<file path="src/rtl/fifo_reader_buf.sv">
// reader_buf: small register FIFO that holds words captured from the
// source FIFO until the downstream stream accepts them.
module reader_buf #(
    parameter int DWID  = 16,
    parameter int DEPTH = 4
) (
    input  logic                       clk,
    input  logic                       rst_n,
    input  logic                       push,
    input  logic [DWID-1:0]            push_data,
    input  logic                       pop,
    output logic [DWID-1:0]            head_data,
    output logic [$clog2(DEPTH+1)-1:0] occ
);

    localparam int PW = $clog2(DEPTH);
    localparam int OW = $clog2(DEPTH + 1);

    logic [DWID-1:0] mem_q [DEPTH];
    logic [PW-1:0]   head_q;
    logic [PW-1:0]   head_d;
    logic [PW-1:0]   tail_q;
    logic [PW-1:0]   tail_d;
    logic [OW-1:0]   occ_q;
    logic [OW-1:0]   occ_d;

    function automatic logic [PW-1:0] wrap_inc(input logic [PW-1:0] p);
        return (p == PW'(DEPTH - 1)) ? '0 : p + 1'b1;
    endfunction

    // advance pointers and occupancy for push/pop this cycle
    always_comb begin
        head_d = head_q;
        tail_d = tail_q;
        occ_d  = occ_q;
        if (push) begin
            tail_d = wrap_inc(tail_q);
        end
        if (pop) begin
            head_d = wrap_inc(head_q);
        end
        unique case ({push, pop})
            2'b10:   occ_d = occ_q + 1'b1;
            2'b01:   occ_d = occ_q - 1'b1;
            default: occ_d = occ_q;
        endcase
    end

    // pointer and occupancy registers
    always_ff @(posedge clk or negedge rst_n) begin
        if (!rst_n) begin
            head_q <= '0;
            tail_q <= '0;
            occ_q  <= '0;
        end else begin
            head_q <= head_d;
            tail_q <= tail_d;
            occ_q  <= occ_d;
        end
    end

    // data storage is left unreset; occupancy alone says what is live
    always_ff @(posedge clk) begin
        if (push) begin
            mem_q[tail_q] <= push_data;
        end
    end

    assign head_data = (occ_q != '0) ? mem_q[head_q] : '0;
    assign occ       = occ_q;

endmodule

</file>
<file path="src/rtl/fifo_reader.sv">
// fifo_reader: issues reads to a fixed-latency FIFO and re-presents the
// returned words as a valid/ready stream with a transfer counter.
module fifo_reader #(
    parameter int DWID      = 16,
    parameter int RD_LAT    = 1,
    parameter int BUF_DEPTH = 4
) (
    input  logic            clk,
    input  logic            rst_n,
    input  logic            i_enable,
    input  logic            i_empty,
    output logic            o_read,
    input  logic [DWID-1:0] i_dout,
    output logic            o_valid,
    input  logic            i_ready,
    output logic [DWID-1:0] o_data,
    output logic [15:0]     o_words
);

    localparam int OW = $clog2(BUF_DEPTH + 1);
    localparam int IW = $clog2(RD_LAT + 1);
    localparam int SW = OW + 2;

    if (RD_LAT < 1 || RD_LAT > 3) begin : g_bad_lat
        $error("fifo_reader: RD_LAT must be in 1..3");
    end

    if (BUF_DEPTH < RD_LAT + 2) begin : g_bad_depth
        $error("fifo_reader: BUF_DEPTH must be at least RD_LAT+2");
    end

    logic [RD_LAT-1:0] vld_q;
    logic [RD_LAT-1:0] vld_d;
    logic [15:0]       words_q;
    logic [15:0]       words_d;
    logic [IW-1:0]     inflight;
    logic [OW-1:0]     occ;
    logic [SW-1:0]     pending;
    logic              capture;
    logic              xfer;

    // count reads whose data has not been captured yet
    always_comb begin
        inflight = '0;
        for (int i = 0; i < RD_LAT; i++) begin
            inflight = inflight + IW'(vld_q[i]);
        end
    end

    // buffered plus in-flight words must leave room for one more
    assign pending = SW'(occ) + SW'(inflight);
    assign o_read  = rst_n && i_enable && !i_empty
                     && (pending < SW'(BUF_DEPTH));

    // read-valid pipe tracks which cycles carry real FIFO data
    always_comb begin
        vld_d    = vld_q << 1;
        vld_d[0] = o_read;
    end

    assign capture = vld_q[RD_LAT-1];
    assign o_valid = (occ != '0);
    assign xfer    = o_valid && i_ready;

    // count completed stream transfers, wrapping naturally
    always_comb begin
        words_d = words_q;
        if (xfer) begin
            words_d = words_q + 16'd1;
        end
    end

    // pipe and counter registers
    always_ff @(posedge clk or negedge rst_n) begin
        if (!rst_n) begin
            vld_q   <= '0;
            words_q <= '0;
        end else begin
            vld_q   <= vld_d;
            words_q <= words_d;
        end
    end

    assign o_words = words_q;

    reader_buf #(
        .DWID  (DWID),
        .DEPTH (BUF_DEPTH)
    ) u_buf (
        .clk       (clk),
        .rst_n     (rst_n),
        .push      (capture),
        .push_data (i_dout),
        .pop       (xfer),
        .head_data (o_data),
        .occ       (occ)
    );

endmodule

</file>
<file path="config.mk">
export PLATFORM = sky130hd
export DESIGN_NAME = fifo_reader
export DESIGN_NICKNAME = d
export VERILOG_FILES = /design/src/rtl/fifo_reader_buf.sv /design/src/rtl/fifo_reader.sv
export SDC_FILE = /design/constraint.sdc
export NUM_CORES = 1
export LEC_CHECK = 0
export BUFFER_PORTS_ARGS = -buffer_cell sky130_fd_sc_hd__buf_2
export CAP_MARGIN = 40
export CORE_MARGIN = 2
export CORE_UTILIZATION = 60
export DETAILED_ROUTE_END_ITERATION = 12
export PLACE_DENSITY = 0.94
export RECOVER_POWER = 50
export SLEW_MARGIN = 20
export SYNTH_ARGS = -nofsm -noshare
export SYNTH_HDL_FRONTEND = slang
export SYNTH_HIERARCHICAL = 1
export SYNTH_SLANG_ARGS = --single-unit
</file>
<file path="constraint.sdc">
create_clock -name clk -period 5.5 [get_ports clk]
set_input_delay 1.1 -clock clk [delete_from_list [all_inputs] [get_ports clk]]
set_output_delay 1.1 -clock clk [all_outputs]
set_load 0.01 [all_outputs]
</file>
==> results of run 1 <==
==> Yosys cell counts, types with 4 or more instances <==
| cell type | instances | area share |
|---|---|---|
| and2_1 | 4 | 0.0069 |
| and2b_1 | 11 | 0.023 |
| dfrtp_1 | 24 | 0.16 |
| edfxtp_1 | 64 | 0.53 |
| ha_1 | 7 | 0.024 |
| inv_1 | 7 | 0.0072 |
| mux4_1 | 8 | 0.058 |
| mux4_2 | 8 | 0.049 |
| nand2_1 | 7 | 0.0072 |
| nand3_1 | 7 | 0.0096 |
| nor2_1 | 7 | 0.0072 |
| nor2b_1 | 5 | 0.0086 |
| xnor2_1 | 12 | 0.029 |
| xor2_1 | 6 | 0.014 |
==> kinds of logic after synthesis <==
logic type / Yosys count / share of synthesized area
mux: 20 / 0.1190
fa+ha+maj: 8 / 0.02950
simple gates: 52 / 0.08508
flops: 88 / 0.6916
buf+inv: 13 / 0.02264
xor+xnor: 18 / 0.04322
compound gates: 4 / 0.008922
==> critical path, stage by stage <==
cell and delay, ns:
clkbuf_1 0.90, nand3_1 0.16, a31oi_1 0.23, buf_2 0.17
==> routing by layer <==
layer	vias to the layer above	share of wire
met4	0	0.017
met2	59	0.51
met1	974	0.42
met5	-	0
met3	11	0.048
li1	891	-
==> through the flow <==
step                hold slack, ns  utilization
global placement            0.4579       0.6728
CTS                         0.4728       0.7066
floorplan                   0.5076            -
detailed placement          0.4617       0.6767
finish                      0.4664       0.7079
global route                0.4853       0.7079
==> area by class of cell <==
class,instances,share of cell area
inverter,7,0.006306
timing repair buffer,59,0.07327
multi-input combinational,102,0.2502
clock buffer,13,0.03814
sequential,88,0.6054
clock inverter,3,0.004204
tap,75,0.02252
==> sequential cells by signal, summed over array words and instances (netlist names) <==
register	cells
u_buf/mem_q	64
o_words	16
u_buf/occ	3
u_buf/head_q	2
u_buf/tail_q	2
capture	1
==> power groups by stage <==
stage	Clock, W	Combinational, W	Sequential, W
3_5_place_dp	0	0.000549	0.000901
4_1_cts	0.000396	0.000550	0.000887
5_1_grt	0.000419	0.000614	0.000899
3_3_place_gp	0	0.000497	0.000915
6_report	0.000386	0.000546	0.000885
2_1_floorplan	0	0.000417	0.000858
==> how the worst max path moves through the flow <==
| stage | end | start | cells past startpoint | slack, ns |
|---|---|---|---|---|
| floorplan | o_read | i_empty | 3 | 2.89 |
| global placement | o_read | rst_n | 4 | 2.37 |
| detailed placement | o_read | rst_n | 4 | 2.29 |
| CTS | o_data[3] | u_buf/head_q[0] | 4 | 2.27 |
| global route | o_read | rst_n | 4 | 1.53 |
| finish | o_read | rst_n | 4 | 1.83 |
==> out/metrics.cfg, run 1 <==
[critical_path]
crit_path_max_fanout = 25
worstSetupPathType = in2out
r2r_cells = 9
r2r_setup_slack_ns = 3.40
endpoint_kind = output port
cp.arrival_ns = 2.57
cp.required_ns = 4.40
r2r-start = u_buf/occ[0]
cp-start-kind = primary input
r2r-end = u_buf/occ[2]

[cells_and_area]
fin_nets = 296
fin_area_sq_um = 4167
final_cell_mix = 64 x edfxtp_1, 37 x buf_2, 24 x dfrtp_1
register_area_sq_um = 2522
multi_input_area_sq_um = 1042
area_growth_pct = 14.24
diodes = 0
drive_above_1_share = 0.2537
nFillCells = 391
mostFrequentLayoutCell = edfxtp_1
finalNonFillerCells = 347

[min_path]
holdCritPathClass = reg2reg
hp-start = o_words[15]
min_path_cells = 1
hold_path_end = o_words[15]

[clocking]
ctsHoldBuffers = 0
post-cts-setup-buffer-count = 0
cts_buffer_depth = 2
insertion_delay_ns = 0.34
htreeDepth = 3
ctsResizeCount = 0
cts_tree = done
cts.sinks = 88
cts_made_buffers = 9
clkTransAtPathRegs_ns = 0.08
root_buffer = clkbuf_8

[pwr]
p_int_w = 0.001267
p_clk_frac = 0.212
power_density_nw_per_um2 = 436.3
p_leak_nw = 1.626
power_w = 0.001818
p_seq_frac = 0.487
sw_frac_of_total = 0.3029
vdd_drop_max_mv = 0.3630
power_switching_w = 0.0005507
p_comb_frac = 0.301

[timing]
slew_violations = 0
rsz0062_at_grt = no
slew_headroom = 0.1567
worst_pin_slew_ns = 1.265
skew_ns = 0.005643
period_minus_slack_ns = 3.674
layout_setup_ws_ns = 1.826
clock.fmax_ghz = 0.2722
finalSetupViolations = 0
finalHoldViolations = 0
fin_setup_tns_ns = 0
fin_crit_sh = 0.6680

[floorplan]
num_rows = 28
die_h_um = 81.97
io_pins = 55
start_util = 0.6197
core_sq_um = 5886
dieArea_sq_um = 6718
dieWidth_um = 81.97

[logic_synthesis]
syn_inst = 203
ys_ff_latch = 88
yosys_warnings = 6
synth.avg_cell_area_sq_um = 17.97
ys.flop_type = edfxtp_1
synth-async-reset-ratio = 0.2727
synth_cell_types = 32
synth_edf_count = 64
yosysSeqAreaShare = 0.6916
netlist_area_sq_um = 3647
syn-num-nets = 232

[routing]
first_pass_iters = 4
viasPerCell = 5.576
wl_um = 6035
route.detailed.drc = 0
postRouteAntennaNets = 0
vias = 1935
wire_per_inst_um = 17.39
drt-initial-drc-count = 151

[global_routing]
grt_pass1_vias = 1897
antenna_found_initial = 0
groute.layer.met1.usage = 0.2405
grt_max_degree = 26
grt_use_met2 = 0.3171
grt_pass1_wl_um = 9211
grt_use_total = 0.1952
busiest_layer = met2
overflow = 0
gr-usage-met3 = 0.04835

[placement]
dp_hpwl_um = 4099
dpl_cell_area_sq_um = 3983
io_buffers = 54
place_congestion = 0.8170
post-place-cells = 328
preCtsSetupSlack_ns = 2.290

[outcome]
status = finished, final reports clean

[run]
maxCapViolations = 0

Power figures use the tool's default switching activity.
==> run 2, diff against run 1 <==
--- a/config.mk
+++ b/config.mk
@@ -5,12 +5,13 @@
 export SDC_FILE = /design/constraint.sdc
 export NUM_CORES = 1
 export LEC_CHECK = 0
+export ABC_AREA = 1
 export BUFFER_PORTS_ARGS = -buffer_cell sky130_fd_sc_hd__buf_2
 export CAP_MARGIN = 40
 export CORE_MARGIN = 2
-export CORE_UTILIZATION = 60
+export CORE_UTILIZATION = 52
 export DETAILED_ROUTE_END_ITERATION = 12
-export PLACE_DENSITY = 0.94
+export PLACE_DENSITY = 0.87
 export RECOVER_POWER = 50
 export SLEW_MARGIN = 20
 export SYNTH_ARGS = -nofsm -noshare
==> constraint.sdc (replaced) <==
create_clock -name clk -period 3.1 [get_ports clk]
set_input_delay 0.62 -clock clk [delete_from_list [all_inputs] [get_ports clk]]
set_output_delay 0.62 -clock clk [all_outputs]
set_load 0.01 [all_outputs]
==> out/metrics.cfg, run 2 <==
[clocking]
root_buffer = clkbuf_8
cts_tree = done
cts_made_buffers = 9
insertion_delay_ns = 0.35
cts.sinks = 88
clkTransAtPathRegs_ns = 0.09
post-cts-setup-buffer-count = 0
ctsResizeCount = 0
cts_buffer_depth = 2
htreeDepth = 3
ctsHoldBuffers = 0

[pwr]
p_leak_nw = 2.208
p_comb_frac = 0.355
p_int_w = 0.002241
power_switching_w = 0.001384
p_seq_frac = 0.428
sw_frac_of_total = 0.3817
p_clk_frac = 0.216
power_density_nw_per_um2 = 777.3
vdd_drop_max_mv = 0.3776

[logic_synthesis]
syn_inst = 427
yosys-top-cells-count = 116 x nand2_1, 92 x inv_1, 64 x edfxtp_1, 42 x nand3_1, 24 x dfrtp_1
yosysSeqAreaShare = 0.6009
netlist_area_sq_um = 4198
ys_ff_latch = 88
yosys.area.top_type = edfxtp_1
synth_area_leaders = edfxtp_1 46%, dfrtp_1 14%, nand2_1 10%, inv_1 8.2%, nand3_1 5.0%
synth-async-reset-ratio = 0.2727
synth_edf_count = 64
synth_cell_types = 29
yosysMostFrequentCell = nand2_1
ys.flop_type = edfxtp_1
syn-num-nets = 456
synth.avg_cell_area_sq_um = 9.831
yosys_warnings = 6
synth_top_cell_area_share = 0.4578

[cells_and_area]
mostFrequentLayoutCell = nand2_1
diodes = 0
finalNonFillerCells = 591
drive_above_1_share = 0.1575
area_growth_pct = 11.09
largest_reg_flops = 64
final_cell_mix = 117 x nand2_1, 93 x inv_1, 64 x edfxtp_1
fin_nets = 513
top_register = u_buf/mem_q

[critical_path]
slowest_delay_ns = 0.58
cp-endpoint = o_data[15]
worstSetupPathType = reg2out
crit_slowest_cell = dfrtp_1
r2r_cells = 11
crit_chain = buf_4 > nand2_1 > nand3_1 > a21oi_1 > buf_2
path_delay_family = flip-flops
path_buf_inv = 2
r2r-start = u_buf/occ[0]
cp-start-kind = flip-flop
cp.required_ns = 2.48
cp.depth = 5
cp.arrival_ns = 1.77
r2r_setup_slack_ns = 0.88
r2r-end = u_buf/occ[2]
endpoint_kind = output port
crit_path_max_fanout = 26
crit_path_start = u_buf/head_q[0]

[global_routing]
antenna_found_initial = 0
busiest_layer = met2
gr-usage-met3 = 0.05136
grt_pass1_wl_um = 12790
groute.layer.met1.usage = 0.2142
grt_use_met2 = 0.3500
grt_max_degree = 34
grt_use_total = 0.1927
overflow = 0
grt_pass1_vias = 2869

[timing]
period_minus_slack_ns = 2.392
fin_setup_tns_ns = 0
rsz0062_at_grt = no
finalHoldViolations = 0
slew_violations = 0
fin_crit_sh = 0.7716
finalSetupViolations = 0
slew_headroom = 0.1156
skew_ns = 0.01048
worst_pin_slew_ns = 1.327
clock.fmax_ghz = 0.4181

[placement]
dp_hpwl_um = 5419
post-place-cells = 575
io_buffers = 54
place_congestion = 0.8075

[floorplan]
num_rows = 32
dieArea_sq_um = 8807
dieWidth_um = 93.85
core_sq_um = 7767
io_pins = 55
start_util = 0.5404
die_h_um = 93.85

[outcome]
status = finished, final reports clean

[run]
maxCapViolations = 0

[routing]
wl_um = 8177
wire_per_inst_um = 13.84
route.detailed.drc = 0
viasPerCell = 5.030
first_pass_iters = 5
drt-initial-drc-count = 176
postRouteAntennaNets = 0
vias = 2973

[min_path]
holdCritPathClass = reg2reg

## run 2: cell types whose count changed in the layout (fill, tap and decap cells not counted), moves of 5 or more
cell / delta
mux4_2: -8
nand3_1: +35
a21oi_2: +10
mux4_1: -8
xnor2_1: -9
nand2_1: +110
nor2_1: +10
nor2b_1: -5
a21oi_1: +7
and2b_1: -11
inv_1: +86
## run 2: cells by family (layout without fill, tap and decap cells)
group | after synthesis | count (layout) | share of synthesized area
fa+ha+maj | 8 | 8 | 0.02563
xor+xnor | 7 | 7 | 0.01461
simple gates | 192 | 192 | 0.2107
compound gates | 23 | 23 | 0.03666
buf+inv | 109 | 171 | 0.1115
flops | 88 | 88 | 0.6009
## run 2: power by group through the flow
stage	sequential (W)	clock (W)	combinational [W]
after CTS	0.00155	0.000805	0.00131
after global routing	0.00157	0.000842	0.00142
after detailed placement	0.00158	0	0.00130
after floorplan	0.00153	0	0.000974
after global placement	0.00157	0	0.00124
final	0.00155	0.000785	0.00129
## run 2: per-stage QoR
step	area [sq um]	power (W)	utilization	worst slack (ns)	hold slack, ns
2_1_floorplan	4198	0.002500	-	1.277	0.3244
3_3_place_gp	4527	0.002807	0.5828	1.106	0.4610
3_5_place_dp	4527	0.002875	0.5828	1.012	0.4786
4_1_cts	4728	0.003664	0.6087	0.7408	0.2472
5_1_grt	4663	0.003829	0.6004	0.6103	0.5153
6_report	4663	0.003625	0.6004	0.7081	0.4905
## run 2: worst min-delay path by stage
| stage | startpoint | endpoint | slack [ns] | cells past startpoint |
|---|---|---|---|---|
| after global placement | o_words[15] | o_words[15] | 0.46 | 2 |
| after detailed placement | o_words[15] | o_words[15] | 0.48 | 2 |
| final | o_words[15] | o_words[15] | 0.49 | 2 |
| after CTS | rst_n | o_words[6] | 0.25 | 2 |
| after global routing | i_dout[4] | u_buf/mem_q[0][4] | 0.52 | 1 |
| after floorplan | rst_n | capture | 0.32 | 0 |
## run 2: layer usage
layer,up-vias,routed length (um),share of wire
li1,1447,-,-
met1,1410,3318,0.41
met2,108,4215,0.52
met3,8,567,0.069
met4,0,76,0.0093
met5,-,0,0
## run 2: area by class of cell
| class | instances | area, sq um |
|---|---|---|
| Tap cell | 102 | 127.6 |
| Fill cell | 636 | 3104 |
| Multi-Input combinational cell | 230 | 1167 |
| Clock inverter | 7 | 77.57 |
| Clock buffer | 9 | 123.9 |
| Timing Repair Buffer | 58 | 275.3 |
| Inverter | 97 | 369.1 |
| Sequential cell | 88 | 2522 |
## run 2: tightest hold or removal path, cell delays in order, from the launching register on
cell	delay (ns)
dfrtp_1	0.36
nand2_1	0.06
nand2_1	0.04
